**src/rtl/dkong_snd_post.sv**
```systemverilog
// -----------------------------------------------------------------------------
// dkong_snd_post
//   Audio post-processing for the dkong_top sound stream. The 8-bit unsigned
//   input is boxcar-averaged over 2^DIV_LOG2 clocks, run through a first-order
//   IIR low-pass and a DC-blocking high-pass, and emitted as a saturated signed
//   16-bit PCM sample with a one-cycle valid strobe.
//
// Ports
//   I_CLK_24576M  in   1  system clock, rising edge
//   I_RST         in   1  synchronous active-high reset
//   I_SND_DAT     in   8  unsigned sound sample, taken every clock
//   I_MUTE        in   1  forces the emitted sample to 0; filters keep running
//   O_SAMPLE      out 16  signed PCM sample, held between strobes
//   O_VALID       out  1  high for exactly the cycle O_SAMPLE was refreshed
// -----------------------------------------------------------------------------
module dkong_snd_post #(
  parameter int unsigned DIV_LOG2  = 9,
  parameter int unsigned LPF_SHIFT = 2,
  parameter int unsigned HPF_SHIFT = 8
) (
  input  logic        I_CLK_24576M,
  input  logic        I_RST,
  input  logic [7:0]  I_SND_DAT,
  input  logic        I_MUTE,
  output logic [15:0] O_SAMPLE,
  output logic        O_VALID
);

  localparam int unsigned ACC_W = 8 + DIV_LOG2;
  localparam int unsigned DSP_W = 18;

  localparam logic signed [DSP_W-1:0] SAT_MAX = 18'sd32767;
  localparam logic signed [DSP_W-1:0] SAT_MIN = -18'sd32768;

  typedef enum logic [1:0] {
    S_ACC,
    S_LPF,
    S_HPF,
    S_OUT
  } state_e;

  // Decimator state
  logic [DIV_LOG2-1:0] cnt_q, cnt_d;
  logic [ACC_W-1:0]    acc_q, acc_d;
  logic [ACC_W-1:0]    acc_sum_c;
  logic [7:0]          avg_q, avg_d;
  logic                wrap_c;

  // Filter / output state
  state_e                  state_q, state_d;
  logic signed [DSP_W-1:0] lp_q, lp_d;
  logic signed [DSP_W-1:0] dc_q, dc_d;
  logic [15:0]             sample_q, sample_d;
  logic                    valid_q, valid_d;

  // Filter datapath
  logic signed [DSP_W-1:0] x_c;
  logic signed [DSP_W-1:0] lp_new_c;
  logic signed [DSP_W-1:0] dc_new_c;
  logic signed [DSP_W-1:0] hp_c;

  // Clamp an 18-bit signed value into the 16-bit PCM range.
  function automatic logic [15:0] sat16(input logic signed [DSP_W-1:0] v);
    logic [15:0] r;
    if (v > SAT_MAX) begin
      r = 16'h7FFF;
    end else if (v < SAT_MIN) begin
      r = 16'h8000;
    end else begin
      r = v[15:0];
    end
    return r;
  endfunction

  // Boxcar decimator: the wrap cycle folds in its own input sample, so the
  // average always covers exactly 2^DIV_LOG2 samples and acc restarts clean.
  always_comb begin
    wrap_c    = &cnt_q;
    acc_sum_c = acc_q + ACC_W'(I_SND_DAT);
    cnt_d     = cnt_q + DIV_LOG2'(1);
    acc_d     = wrap_c ? '0 : acc_sum_c;
    avg_d     = wrap_c ? acc_sum_c[ACC_W-1 -: 8] : avg_q;
  end

  // IIR arithmetic. dc_new_c is evaluated in S_HPF, where lp_q already holds
  // the value written in S_LPF.
  always_comb begin
    x_c      = $signed({2'b00, avg_q, 8'h00});
    lp_new_c = lp_q + ((x_c - lp_q) >>> LPF_SHIFT);
    dc_new_c = dc_q + ((lp_q - dc_q) >>> HPF_SHIFT);
    hp_c     = lp_q - dc_new_c;
  end

  // Sequencer. The output registers are loaded on the edge that enters S_OUT,
  // so O_VALID is high exactly while the FSM sits in S_OUT.
  always_comb begin
    state_d  = state_q;
    lp_d     = lp_q;
    dc_d     = dc_q;
    sample_d = sample_q;
    valid_d  = 1'b0;
    unique case (state_q)
      S_ACC: begin
        if (wrap_c) begin
          state_d = S_LPF;
        end
      end
      S_LPF: begin
        lp_d    = lp_new_c;
        state_d = S_HPF;
      end
      S_HPF: begin
        dc_d     = dc_new_c;
        sample_d = I_MUTE ? 16'h0000 : sat16(hp_c);
        valid_d  = 1'b1;
        state_d  = S_OUT;
      end
      S_OUT: begin
        state_d = S_ACC;
      end
      default: begin
        state_d = S_ACC;
      end
    endcase
  end

  // State registers
  always_ff @(posedge I_CLK_24576M) begin
    if (I_RST) begin
      cnt_q    <= '0;
      acc_q    <= '0;
      avg_q    <= '0;
      state_q  <= S_ACC;
      lp_q     <= '0;
      dc_q     <= '0;
      sample_q <= '0;
      valid_q  <= 1'b0;
    end else begin
      cnt_q    <= cnt_d;
      acc_q    <= acc_d;
      avg_q    <= avg_d;
      state_q  <= state_d;
      lp_q     <= lp_d;
      dc_q     <= dc_d;
      sample_q <= sample_d;
      valid_q  <= valid_d;
    end
  end

  assign O_SAMPLE = sample_q;
  assign O_VALID  = valid_q;

endmodule
```
**config.mk**
```make
export PLATFORM = sky130hd
export DESIGN_NAME = dkong_snd_post
export DESIGN_NICKNAME = d
export VERILOG_FILES = /design/src/rtl/dkong_snd_post.sv
export SDC_FILE = /design/constraint.sdc
export NUM_CORES = 1
export LEC_CHECK = 0
export ABC_CLOCK_PERIOD_IN_PS = 13700
export BUFFER_PORTS_ARGS = -buffer_cell sky130_fd_sc_hd__buf_2
export CAP_MARGIN = 20
export CORE_UTILIZATION = 50
export CTS_CLUSTER_SIZE = 30
export DETAILED_ROUTE_END_ITERATION = 12
export GPL_TIMING_DRIVEN = 0
export HOLD_SLACK_MARGIN = 0.06
export PLACE_DENSITY = 0.67
export RECOVER_POWER = 25
export SETUP_SLACK_MARGIN = 0.1
export SYNTH_ARGS = -nofsm -noshare
export SYNTH_HDL_FRONTEND = slang
export SYNTH_SLANG_ARGS = --single-unit
```
**constraint.sdc**
```tcl
create_clock -name I_CLK_24576M -period 13.7 [get_ports I_CLK_24576M]
set_input_delay 2.055 -clock I_CLK_24576M [delete_from_list [all_inputs] [get_ports I_CLK_24576M]]
set_output_delay 2.055 -clock I_CLK_24576M [all_outputs]
set_load 0.005 [all_outputs]
```
==> flow_summary.html, run 1 <==
<table>
<tr><th>Metric</th><th>Value</th></tr>
<tr><th colspan="2">Setup path</th></tr>
<tr><td>Most frequent cell on the critical path</td><td>sky130_fd_sc_hd__a21oi_1</td></tr>
<tr><td>Signal arrival time at the worst endpoint</td><td>8.61 ns</td></tr>
<tr><td>Startpoint types</td><td>register</td></tr>
<tr><td>Dominant delay contributor by cell family on the critical path</td><td>compound AO/OA/AOI/OAI gates</td></tr>
<tr><td>Category of the most critical setup path</td><td>reg2reg</td></tr>
<tr><td>Count of buffering cells on the critical path with inverters included</td><td>1</td></tr>
<tr><td>Critical path capture point type</td><td>register</td></tr>
<tr><td>Delay of the slowest critical-path stage</td><td>1.09 ns</td></tr>
<tr><td>Highest fanout seen on the critical path</td><td>10</td></tr>
<tr><td>Critical path's slowest cell</td><td>sky130_fd_sc_hd__a2111oi_0</td></tr>
<tr><td>Required @ worst endpoint</td><td>13.94 ns</td></tr>
<tr><th colspan="2">Drt</th></tr>
<tr><td>Total number of vias</td><td>5881</td></tr>
<tr><td>Avg WL per Cell</td><td>16.0 um</td></tr>
<tr><td>Number of remaining DRC errors</td><td>0</td></tr>
<tr><td>First-iteration detailed-routing DRC count</td><td>363</td></tr>
<tr><td>Number of optimization iterations in the first detailed-route pass</td><td>5</td></tr>
<tr><td>Residual antenna-violating net count after detailed routing</td><td>0</td></tr>
<tr><td>Number of vias per cell after detailed routing</td><td>5.78</td></tr>
<tr><td>Total wire length</td><td>16300 um</td></tr>
<tr><th colspan="2">Yosys</th></tr>
<tr><td>Synthesis Warnings</td><td>0</td></tr>
<tr><td>Total nets after synthesis</td><td>900</td></tr>
<tr><td>Fraction of post-synthesis cell area in the top cell type by area</td><td>25.8%</td></tr>
<tr><td>Post-synthesis sequential area ratio</td><td>25.8%</td></tr>
<tr><td>Cell taking the most area after synthesis</td><td>sky130_fd_sc_hd__dfxtp_1</td></tr>
<tr><td>Count of different cell masters after synthesis</td><td>76</td></tr>
<tr><td>Prevailing post-synth register cell</td><td>sky130_fd_sc_hd__dfxtp_1</td></tr>
<tr><td>Async set or reset register ratio after synthesis</td><td>0%</td></tr>
<tr><td>Post-synthesis instance area</td><td>6910 um2</td></tr>
<tr><td>Synthesized instance count</td><td>799</td></tr>
<tr><td>Mean cell area of the mapped netlist</td><td>8.64 um2</td></tr>
<tr><td>Largest cells by area after synthesis</td><td>sky130_fd_sc_hd__dfxtp_1 (26%), sky130_fd_sc_hd__ha_1 (16%), sky130_fd_sc_hd__xnor2_1 (7.0%)</td></tr>
<tr><td>EDFF count, synth</td><td>0</td></tr>
<tr><td>Number of synthesized register bits</td><td>89</td></tr>
<tr><th colspan="2">Global routing</th></tr>
<tr><td>Antenna violations before repair</td><td>0</td></tr>
<tr><td>Pin count of the biggest net entering global routing</td><td>20</td></tr>
<tr><td>Global-route wire length before repair</td><td>27400 um</td></tr>
<tr><td>Global route overflow</td><td>0</td></tr>
<tr><td>Number of global-route vias before repair</td><td>5804</td></tr>
<tr><td>Total track usage</td><td>24.0%</td></tr>
<tr><th colspan="2">Run status</th></tr>
<tr><td>Outcome</td><td>finished clean</td></tr>
<tr><th colspan="2">Timing</th></tr>
<tr><td>Unrepaired setup endpoints after global routing</td><td>no</td></tr>
<tr><td>Final hold viol count</td><td>0</td></tr>
<tr><td>Fraction of the cycle the final worst path needs</td><td>61.1%</td></tr>
<tr><td>Setup-violating endpoint count in the final report</td><td>0</td></tr>
<tr><td>Worst Tran Pin Value</td><td>1.28 ns</td></tr>
<tr><td>Top achievable clock speed</td><td>0.119 GHz</td></tr>
<tr><td>Fin crit period</td><td>8.37 ns</td></tr>
<tr><td>Relative slew slack</td><td>12.3%</td></tr>
<tr><td>Setup TNS after final layout</td><td>0 ns</td></tr>
<tr><td>Layout Skew</td><td>0.0140 ns</td></tr>
<tr><td>Final-report max-slew violation count</td><td>0</td></tr>
<tr><th colspan="2">Final layout</th></tr>
<tr><td>Fraction of layout instances using a drive strength above 1</td><td>8.31%</td></tr>
<tr><td>Fill count</td><td>1233</td></tr>
<tr><td>Synthesis-to-finish area growth</td><td>9.15%</td></tr>
<tr><td>Footprint of the multi-input gates</td><td>4810 um2</td></tr>
<tr><td>Nets</td><td>938</td></tr>
<tr><td>N_diodes</td><td>0</td></tr>
<tr><td>Area of all sequential standard cells</td><td>1780 um2</td></tr>
<tr><th colspan="2">Placement</th></tr>
<tr><td>Post-detailed-placement half-perimeter wirelength</td><td>13000 um</td></tr>
<tr><td>Final weighted congestion in routability-driven placement</td><td>0.912</td></tr>
<tr><td>Port Buf Inserts</td><td>27</td></tr>
<tr><th colspan="2">Floorplanning</th></tr>
<tr><td>Starting utilization of the core area</td><td>51.7%</td></tr>
<tr><td>Core box area</td><td>13300 um2</td></tr>
<tr><td>I/O pin cnt</td><td>28</td></tr>
<tr><td>Die span in x</td><td>120 um</td></tr>
<tr><td>Floorplan die area</td><td>14300 um2</td></tr>
<tr><td>Cell Rows</td><td>42</td></tr>
<tr><td>Height of the chip</td><td>120 um</td></tr>
<tr><th colspan="2">Clocking</th></tr>
<tr><td>Level count of the clock H-tree</td><td>3</td></tr>
<tr><td>Post-cts gate resize count</td><td>0</td></tr>
<tr><td>Post-CTS setup buffers</td><td>0</td></tr>
<tr><td>Register clock-pin slew on the reported worst setup and hold paths</td><td>0.07 ns</td></tr>
<tr><td>CTS Root Cell</td><td>sky130_fd_sc_hd__clkbuf_16</td></tr>
<tr><td>Number of buffers created by CTS</td><td>9</td></tr>
<tr><td>TritonCTS clock tree</td><td>done</td></tr>
<tr><td>Number of buffers inserted by hold repair at cts</td><td>0</td></tr>
<tr><td>Maximum number of buffers from clock root to sink</td><td>2</td></tr>
<tr><td>Clock sink count</td><td>89</td></tr>
<tr><td>Clock latency at the later pin of the worst-skew pair</td><td>0.36 ns</td></tr>
<tr><th colspan="2">Min path</th></tr>
<tr><td>Hold WC Path Type</td><td>reg2reg</td></tr>
<tr><th colspan="2">Job</th></tr>
<tr><td>Max-cap check violation count</td><td>0</td></tr>
</table>
==> final cells by class <==
type                    instances  area share (%)
repair buffers                 27            1.69
well taps                     176            2.92
multi-input cells             634            63.8
plain buffers                  25            1.41
clock inverters                 7            1.03
inverters                      51            2.54
clock buffers                   9            2.99
flip-flops and latches         89            23.6
==> metrics by stage <==
step                      hold slack [ns]  area, um2  util [%]  std cells  setup slack (ns)
after floorplan                     0.418       6910         -        799              7.52
after global placement              0.432       7260      54.4       1002              6.37
after detailed placement            0.446       7260      54.4       1002              6.19
after CTS                           0.464       7560      56.7       1018              6.15
after global routing                0.474       7540      56.5       1018              4.71
final                               0.459       7540      56.5       1018              5.33
==> cell usage after synthesis (all sizes together), types with 5 or more instances <==
cell / count
and2: 7
a21o: 17
a221o: 14
a21oi: 56
clkbuf: 16
and3: 12
a31oi: 6
o21bai: 11
mux2i: 26
nand2: 20
xnor2: 56
o211ai: 7
xor2: 26
dfxtp: 89
nor2: 91
o21a: 12
nor3: 8
o21ai: 37
nand3: 17
nor2b: 21
nand2b: 15
inv: 51
or3: 5
maj3: 5
ha: 86
a211oi: 22
buf: 9
==> state kept, by name (all words and copies together) (netlist names) <==
register  flops
acc_q        17
O_VALID       1
state_q       2
lp_q         18
avg_q         8
O_SAMPLE     16
dc_q         18
cnt_q         9
==> path summary, 6_finish.rpt <==
check	from	end	slack [ns]	cells after the start
worst max-delay path	lp_q[7]$_SDFFE_PP0N_	O_SAMPLE[13]$_SDFFE_PP0P_	5.33	32
worst min-delay path	cnt_q[0]$_SDFF_PP0_	cnt_q[0]$_SDFF_PP0_	0.46	1
worst max register to register	lp_q[7]$_SDFFE_PP0N_	O_SAMPLE[13]$_SDFFE_PP0P_	5.33	32
worst min register to register	cnt_q[0]$_SDFF_PP0_	cnt_q[0]$_SDFF_PP0_	0.46	1
==> cell usage in the layout, fill, tap and decap left out, types with 15 or more instances in the layout <==
cell,instances
sky130_fd_sc_hd__nor2_1,91
sky130_fd_sc_hd__dfxtp_1,89
sky130_fd_sc_hd__ha_1,86
sky130_fd_sc_hd__a21oi_1,56
sky130_fd_sc_hd__xnor2_1,55
sky130_fd_sc_hd__inv_1,51
sky130_fd_sc_hd__o21ai_0,33
sky130_fd_sc_hd__xor2_1,26
sky130_fd_sc_hd__mux2i_1,26
sky130_fd_sc_hd__buf_2,22
sky130_fd_sc_hd__clkbuf_1,22
sky130_fd_sc_hd__nor2b_1,21
sky130_fd_sc_hd__nand2_1,20
sky130_fd_sc_hd__a211oi_1,20
sky130_fd_sc_hd__nand3_1,17
sky130_fd_sc_hd__nand2b_1,15
sky130_fd_sc_hd__a21o_1,15
==> logic make-up after synthesis <==
| group | synth area share (%) |
|---|---|
| mux | 4.09 |
| buf+inv | 4.31 |
| xor+xnor | 10.8 |
| flops | 25.8 |
| compound gates | 21.5 |
| simple gates | 15.9 |
| fa+ha+maj | 17.5 |
==> per-layer routing <==
metal	vias up	track usage (%)	part of all wire (%)
met5	-	0	0
met4	0	7.27	1.7
met3	22	4.52	4.7
met2	149	42.3	48
met1	2773	29.5	45
li1	2937	-	-
Power of run 1 is not shown: default switching activity piles up to over one toggle a cycle in this logic, so the estimate is an artifact.
==> run 2: changes to the inputs <==
--- a/config.mk
+++ b/config.mk
@@ -5,7 +5,8 @@
 export SDC_FILE = /design/constraint.sdc
 export NUM_CORES = 1
 export LEC_CHECK = 0
-export ABC_CLOCK_PERIOD_IN_PS = 13700
+export ABC_AREA = 1
+export ABC_CLOCK_PERIOD_IN_PS = 8800
 export BUFFER_PORTS_ARGS = -buffer_cell sky130_fd_sc_hd__buf_2
 export CAP_MARGIN = 20
 export CORE_UTILIZATION = 50
==> constraint.sdc (replaced) <==
create_clock -name I_CLK_24576M -period 8.8 [get_ports I_CLK_24576M]
set_input_delay 1.32 -clock I_CLK_24576M [delete_from_list [all_inputs] [get_ports I_CLK_24576M]]
set_output_delay 1.32 -clock I_CLK_24576M [all_outputs]
set_load 0.005 [all_outputs]
==> run 2 against run 1 <==
Sequential cell count is the same. Core utilization shrank 0.48 points. Global-route usage grew 0.69 points. Clock-buffer cell count is the same. Worst hold slack lost 0.0084 ns. Register-to-register slack lost 2.4 ns. Synthesized cell count grew 44%. Critical path depth grew 6. Area after synthesis grew 14%. Maximum frequency grew 43%.
==> flow_summary.html, run 2 <==
<table>
<tr><th>Metric</th><th>Value</th></tr>
<tr><th colspan="2">Run status</th></tr>
<tr><td>Outcome</td><td>finished clean</td></tr>
<tr><th colspan="2">Timing</th></tr>
<tr><td>Unrepaired setup endpoints after global routing</td><td>no</td></tr>
<tr><td>Worst Tran Pin Value</td><td>0.872 ns (-0.411 ns)</td></tr>
<tr><td>Fin crit period</td><td>5.84 ns (-2.53 ns)</td></tr>
<tr><td>Setup-violating endpoint count in the final report</td><td>0 (unchanged)</td></tr>
<tr><td>Setup TNS after final layout</td><td>0 ns (unchanged)</td></tr>
<tr><td>Top achievable clock speed</td><td>0.171 GHz (+43%)</td></tr>
<tr><td>Final hold viol count</td><td>0 (unchanged)</td></tr>
<tr><td>Fraction of the cycle the final worst path needs</td><td>66.4% (+5.3 points)</td></tr>
<tr><td>Relative slew slack</td><td>41.7% (+29 points)</td></tr>
<tr><td>Layout Skew</td><td>0.0168 ns (+0.00279 ns)</td></tr>
<tr><td>Final-report max-slew violation count</td><td>0 (unchanged)</td></tr>
<tr><th colspan="2">Final layout</th></tr>
<tr><td>Leading cell type in the layout, fill and taps excluded</td><td>sky130_fd_sc_hd__nand2_1</td></tr>
<tr><td>Commonest cells after routing, fill and taps aside</td><td>sky130_fd_sc_hd__nand2_1 (228), sky130_fd_sc_hd__inv_1 (188), sky130_fd_sc_hd__a21oi_1 (102)</td></tr>
<tr><td>N_diodes</td><td>0 (unchanged)</td></tr>
<tr><td>Fraction of layout instances using a drive strength above 1</td><td>11.3% (+3.0 points)</td></tr>
<tr><td>Nets</td><td>1291 (+38%)</td></tr>
<tr><td>Synthesis-to-finish area growth</td><td>8.62%</td></tr>
<tr><td>Largest registers ranked by flip-flop count</td><td>dc_q (18), lp_q (18), acc_q (17)</td></tr>
<tr><th colspan="2">Placement</th></tr>
<tr><td>Final weighted congestion in routability-driven placement</td><td>0.869 (-4.7%)</td></tr>
<tr><td>Post-detailed-placement half-perimeter wirelength</td><td>15500 um (+19%)</td></tr>
<tr><td>Port Buf Inserts</td><td>26 (-3.7%)</td></tr>
<tr><th colspan="2">Yosys</th></tr>
<tr><td>Count of different cell masters after synthesis</td><td>44 (-42%)</td></tr>
<tr><td>Synthesis Warnings</td><td>0 (unchanged)</td></tr>
<tr><td>Count leader, synth</td><td>sky130_fd_sc_hd__nand2_1</td></tr>
<tr><td>Post-synthesis instance area</td><td>7870 um2 (+14%)</td></tr>
<tr><td>Prevailing post-synth register cell</td><td>sky130_fd_sc_hd__dfxtp_1</td></tr>
<tr><td>Number of synthesized register bits</td><td>89 (unchanged)</td></tr>
<tr><td>Largest cells by area after synthesis</td><td>sky130_fd_sc_hd__dfxtp_1 (23%), sky130_fd_sc_hd__ha_1 (14%), sky130_fd_sc_hd__nand2_1 (11%)</td></tr>
<tr><td>Async set or reset register ratio after synthesis</td><td>0% (unchanged)</td></tr>
<tr><td>Fraction of post-synthesis cell area in the top cell type by area</td><td>22.6% (-3.1 points)</td></tr>
<tr><td>Post-synthesis sequential area ratio</td><td>22.6% (-3.1 points)</td></tr>
<tr><td>Most instantiated cells after synthesis</td><td>sky130_fd_sc_hd__nand2_1 (228), sky130_fd_sc_hd__inv_1 (188), sky130_fd_sc_hd__a21oi_1 (102), sky130_fd_sc_hd__dfxtp_1 (89), sky130_fd_sc_hd__ha_1 (86)</td></tr>
<tr><td>EDFF count, synth</td><td>0 (unchanged)</td></tr>
<tr><td>Synthesized instance count</td><td>1153 (+44%)</td></tr>
<tr><td>Mean cell area of the mapped netlist</td><td>6.82 um2 (-21%)</td></tr>
<tr><td>Cell taking the most area after synthesis</td><td>sky130_fd_sc_hd__dfxtp_1</td></tr>
<tr><td>Total nets after synthesis</td><td>1254 (+39%)</td></tr>
<tr><th colspan="2">Floorplanning</th></tr>
<tr><td>Height of the chip</td><td>127 um (+6.6%)</td></tr>
<tr><td>Die span in x</td><td>127 um (+6.6%)</td></tr>
<tr><td>Floorplan die area</td><td>16200 um2 (+14%)</td></tr>
<tr><td>Cell Rows</td><td>45 (+7.1%)</td></tr>
<tr><td>I/O pin cnt</td><td>28 (unchanged)</td></tr>
<tr><td>Starting utilization of the core area</td><td>51.6% (-0.19 points)</td></tr>
<tr><td>Core box area</td><td>15300 um2 (+14%)</td></tr>
<tr><th colspan="2">Min path</th></tr>
<tr><td>Hold Startpoint</td><td>cnt_q[0]$_SDFF_PP0_</td></tr>
<tr><td>Hold WC Path Type</td><td>reg2reg</td></tr>
<tr><td>Number of cells on the worst hold path</td><td>1 (unchanged)</td></tr>
<tr><td>Hold Path Sink</td><td>cnt_q[0]$_SDFF_PP0_</td></tr>
<tr><th colspan="2">Clocking</th></tr>
<tr><td>Post-CTS setup buffers</td><td>0 (unchanged)</td></tr>
<tr><td>Clock sink count</td><td>89 (unchanged)</td></tr>
<tr><td>TritonCTS clock tree</td><td>done</td></tr>
<tr><td>Post-cts gate resize count</td><td>0 (unchanged)</td></tr>
<tr><td>Number of buffers created by CTS</td><td>9 (unchanged)</td></tr>
<tr><td>Clock latency at the later pin of the worst-skew pair</td><td>0.36 ns (about the same)</td></tr>
<tr><td>Number of buffers inserted by hold repair at cts</td><td>0 (unchanged)</td></tr>
<tr><td>Maximum number of buffers from clock root to sink</td><td>2 (unchanged)</td></tr>
<tr><td>Level count of the clock H-tree</td><td>3 (unchanged)</td></tr>
<tr><td>CTS Root Cell</td><td>sky130_fd_sc_hd__clkbuf_16</td></tr>
<tr><td>Register clock-pin slew on the reported worst setup and hold paths</td><td>0.08 ns (about the same)</td></tr>
<tr><th colspan="2">Drt</th></tr>
<tr><td>Avg WL per Cell</td><td>13.6 um (-15%)</td></tr>
<tr><td>Number of optimization iterations in the first detailed-route pass</td><td>5 (unchanged)</td></tr>
<tr><td>First-iteration detailed-routing DRC count</td><td>469 (+29%)</td></tr>
<tr><td>Total number of vias</td><td>7110 (+21%)</td></tr>
<tr><td>Residual antenna-violating net count after detailed routing</td><td>0 (unchanged)</td></tr>
<tr><td>Total wire length</td><td>19100 um (+17%)</td></tr>
<tr><td>Number of vias per cell after detailed routing</td><td>5.06 (-12%)</td></tr>
<tr><td>Number of remaining DRC errors</td><td>0 (unchanged)</td></tr>
<tr><th colspan="2">Job</th></tr>
<tr><td>Max-cap check violation count</td><td>0 (unchanged)</td></tr>
<tr><th colspan="2">Global routing</th></tr>
<tr><td>Global route overflow</td><td>0 (unchanged)</td></tr>
<tr><td>Number of global-route vias before repair</td><td>6337 (+9.2%)</td></tr>
<tr><td>Total track usage</td><td>24.7% (+0.69 points)</td></tr>
<tr><td>Antenna violations before repair</td><td>0 (unchanged)</td></tr>
<tr><td>Global-route wire length before repair</td><td>31500 um (+15%)</td></tr>
<tr><td>Pin count of the biggest net entering global routing</td><td>19 (-5.0%)</td></tr>
<tr><th colspan="2">Setup path</th></tr>
<tr><td>Required @ worst endpoint</td><td>9.02 ns (-4.92 ns)</td></tr>
<tr><td>RR Endpoint</td><td>O_SAMPLE[12]$_SDFFE_PP0P_</td></tr>
<tr><td>Slack of the worst reg-to-reg path</td><td>2.96 ns (-2.37 ns)</td></tr>
<tr><td>Category of the most critical setup path</td><td>reg2reg</td></tr>
<tr><td>R2R Path Start</td><td>dc_q[4]$_SDFFE_PP0P_</td></tr>
<tr><td>Most frequent cell on the critical path</td><td>sky130_fd_sc_hd__nand2_1</td></tr>
<tr><td>Count of buffering cells on the critical path with inverters included</td><td>6 (+5)</td></tr>
<tr><td>Highest fanout seen on the critical path</td><td>10 (unchanged)</td></tr>
<tr><td>Dominant delay contributor by cell family on the critical path</td><td>simple AND/OR/NAND/NOR gates</td></tr>
<tr><td>Signal arrival time at the worst endpoint</td><td>6.06 ns (-2.55 ns)</td></tr>
<tr><td>Worst Reg-to-Reg Cells</td><td>38 (+19%)</td></tr>
<tr><td>Critical path's slowest cell</td><td>sky130_fd_sc_hd__ha_1</td></tr>
<tr><td>Startpoint types</td><td>register</td></tr>
<tr><td>Critical path capture point type</td><td>register</td></tr>
<tr><td>Delay of the slowest critical-path stage</td><td>0.37 ns (-0.72 ns)</td></tr>
</table>
run 2: cell count changes after synthesis, moves of 26 or more:
cell / before / now
sky130_fd_sc_hd__a21oi_1: 56 / 102
sky130_fd_sc_hd__inv_1: 51 / 188
sky130_fd_sc_hd__mux2i_1: 26 / 0
sky130_fd_sc_hd__nand2_1: 20 / 228
sky130_fd_sc_hd__nand2_2: 0 / 31
sky130_fd_sc_hd__nand3_1: 17 / 62
sky130_fd_sc_hd__xnor2_1: 55 / 13
run 2: worst max-delay path by stage:
stage,startpoint,to,cells after the start
finish,dc_q[4]$_SDFFE_PP0P_,O_SAMPLE[12]$_SDFFE_PP0P_,38
global placement,lp_q[4]$_SDFFE_PP0N_,O_SAMPLE[14]$_SDFFE_PP0P_,37
global route,lp_q[1]$_SDFFE_PP0N_,O_SAMPLE[8]$_SDFFE_PP0P_,36
floorplan,dc_q[4]$_SDFFE_PP0P_,O_SAMPLE[10]$_SDFFE_PP0P_,38
CTS,lp_q[4]$_SDFFE_PP0N_,O_SAMPLE[14]$_SDFFE_PP0P_,37
detailed placement,lp_q[4]$_SDFFE_PP0N_,O_SAMPLE[14]$_SDFFE_PP0P_,37
run 2: final cells by class:
| type | count | area [um2] |
|---|---|---|
| Buffer | 20 | 100 |
| Sequential cell | 89 | 1780 |
| Clock inverter | 7 | 67.6 |
| Tap cell | 211 | 264 |
| Inverter | 201 | 754 |
| Fill cell | 1558 | 6710 |
| Multi-Input combinational cell | 843 | 5230 |
| Timing Repair Buffer | 26 | 121 |
| Clock buffer | 9 | 225 |
run 2: metal layers:
layer	track usage [%]	share of wire (%)
met1	34.9	50
met2	38.8	44
met3	3.56	4.8
met4	7.35	1.6
met5	0	0
run 2: per-stage QoR:
stage | hold slack (ns) | instances | setup WS (ns) | instance area [um2] | util (%)
2_1_floorplan | 0.418 | 1153 | 4.17 | 7870 | -
3_3_place_gp | 0.431 | 1390 | 3.06 | 8260 | 54.1
3_5_place_dp | 0.445 | 1390 | 3.09 | 8260 | 54.1
4_1_cts | 0.456 | 1406 | 3.05 | 8550 | 56.1
5_1_grt | 0.488 | 1406 | 2.37 | 8540 | 56.0
6_report | 0.451 | 1406 | 2.96 | 8540 | 56.0
run 2: cells by family after synthesis:
| logic type | count (synthesis) | synth area share, % |
|---|---|---|
| buf+inv | 221 | 10.9 |
| fa+ha+maj | 90 | 14.7 |
| simple gates | 474 | 28.7 |
| flops | 89 | 22.6 |
| compound gates | 214 | 15.6 |
| xor+xnor | 65 | 7.41 |
Power of run 2 is left out for the same reason.
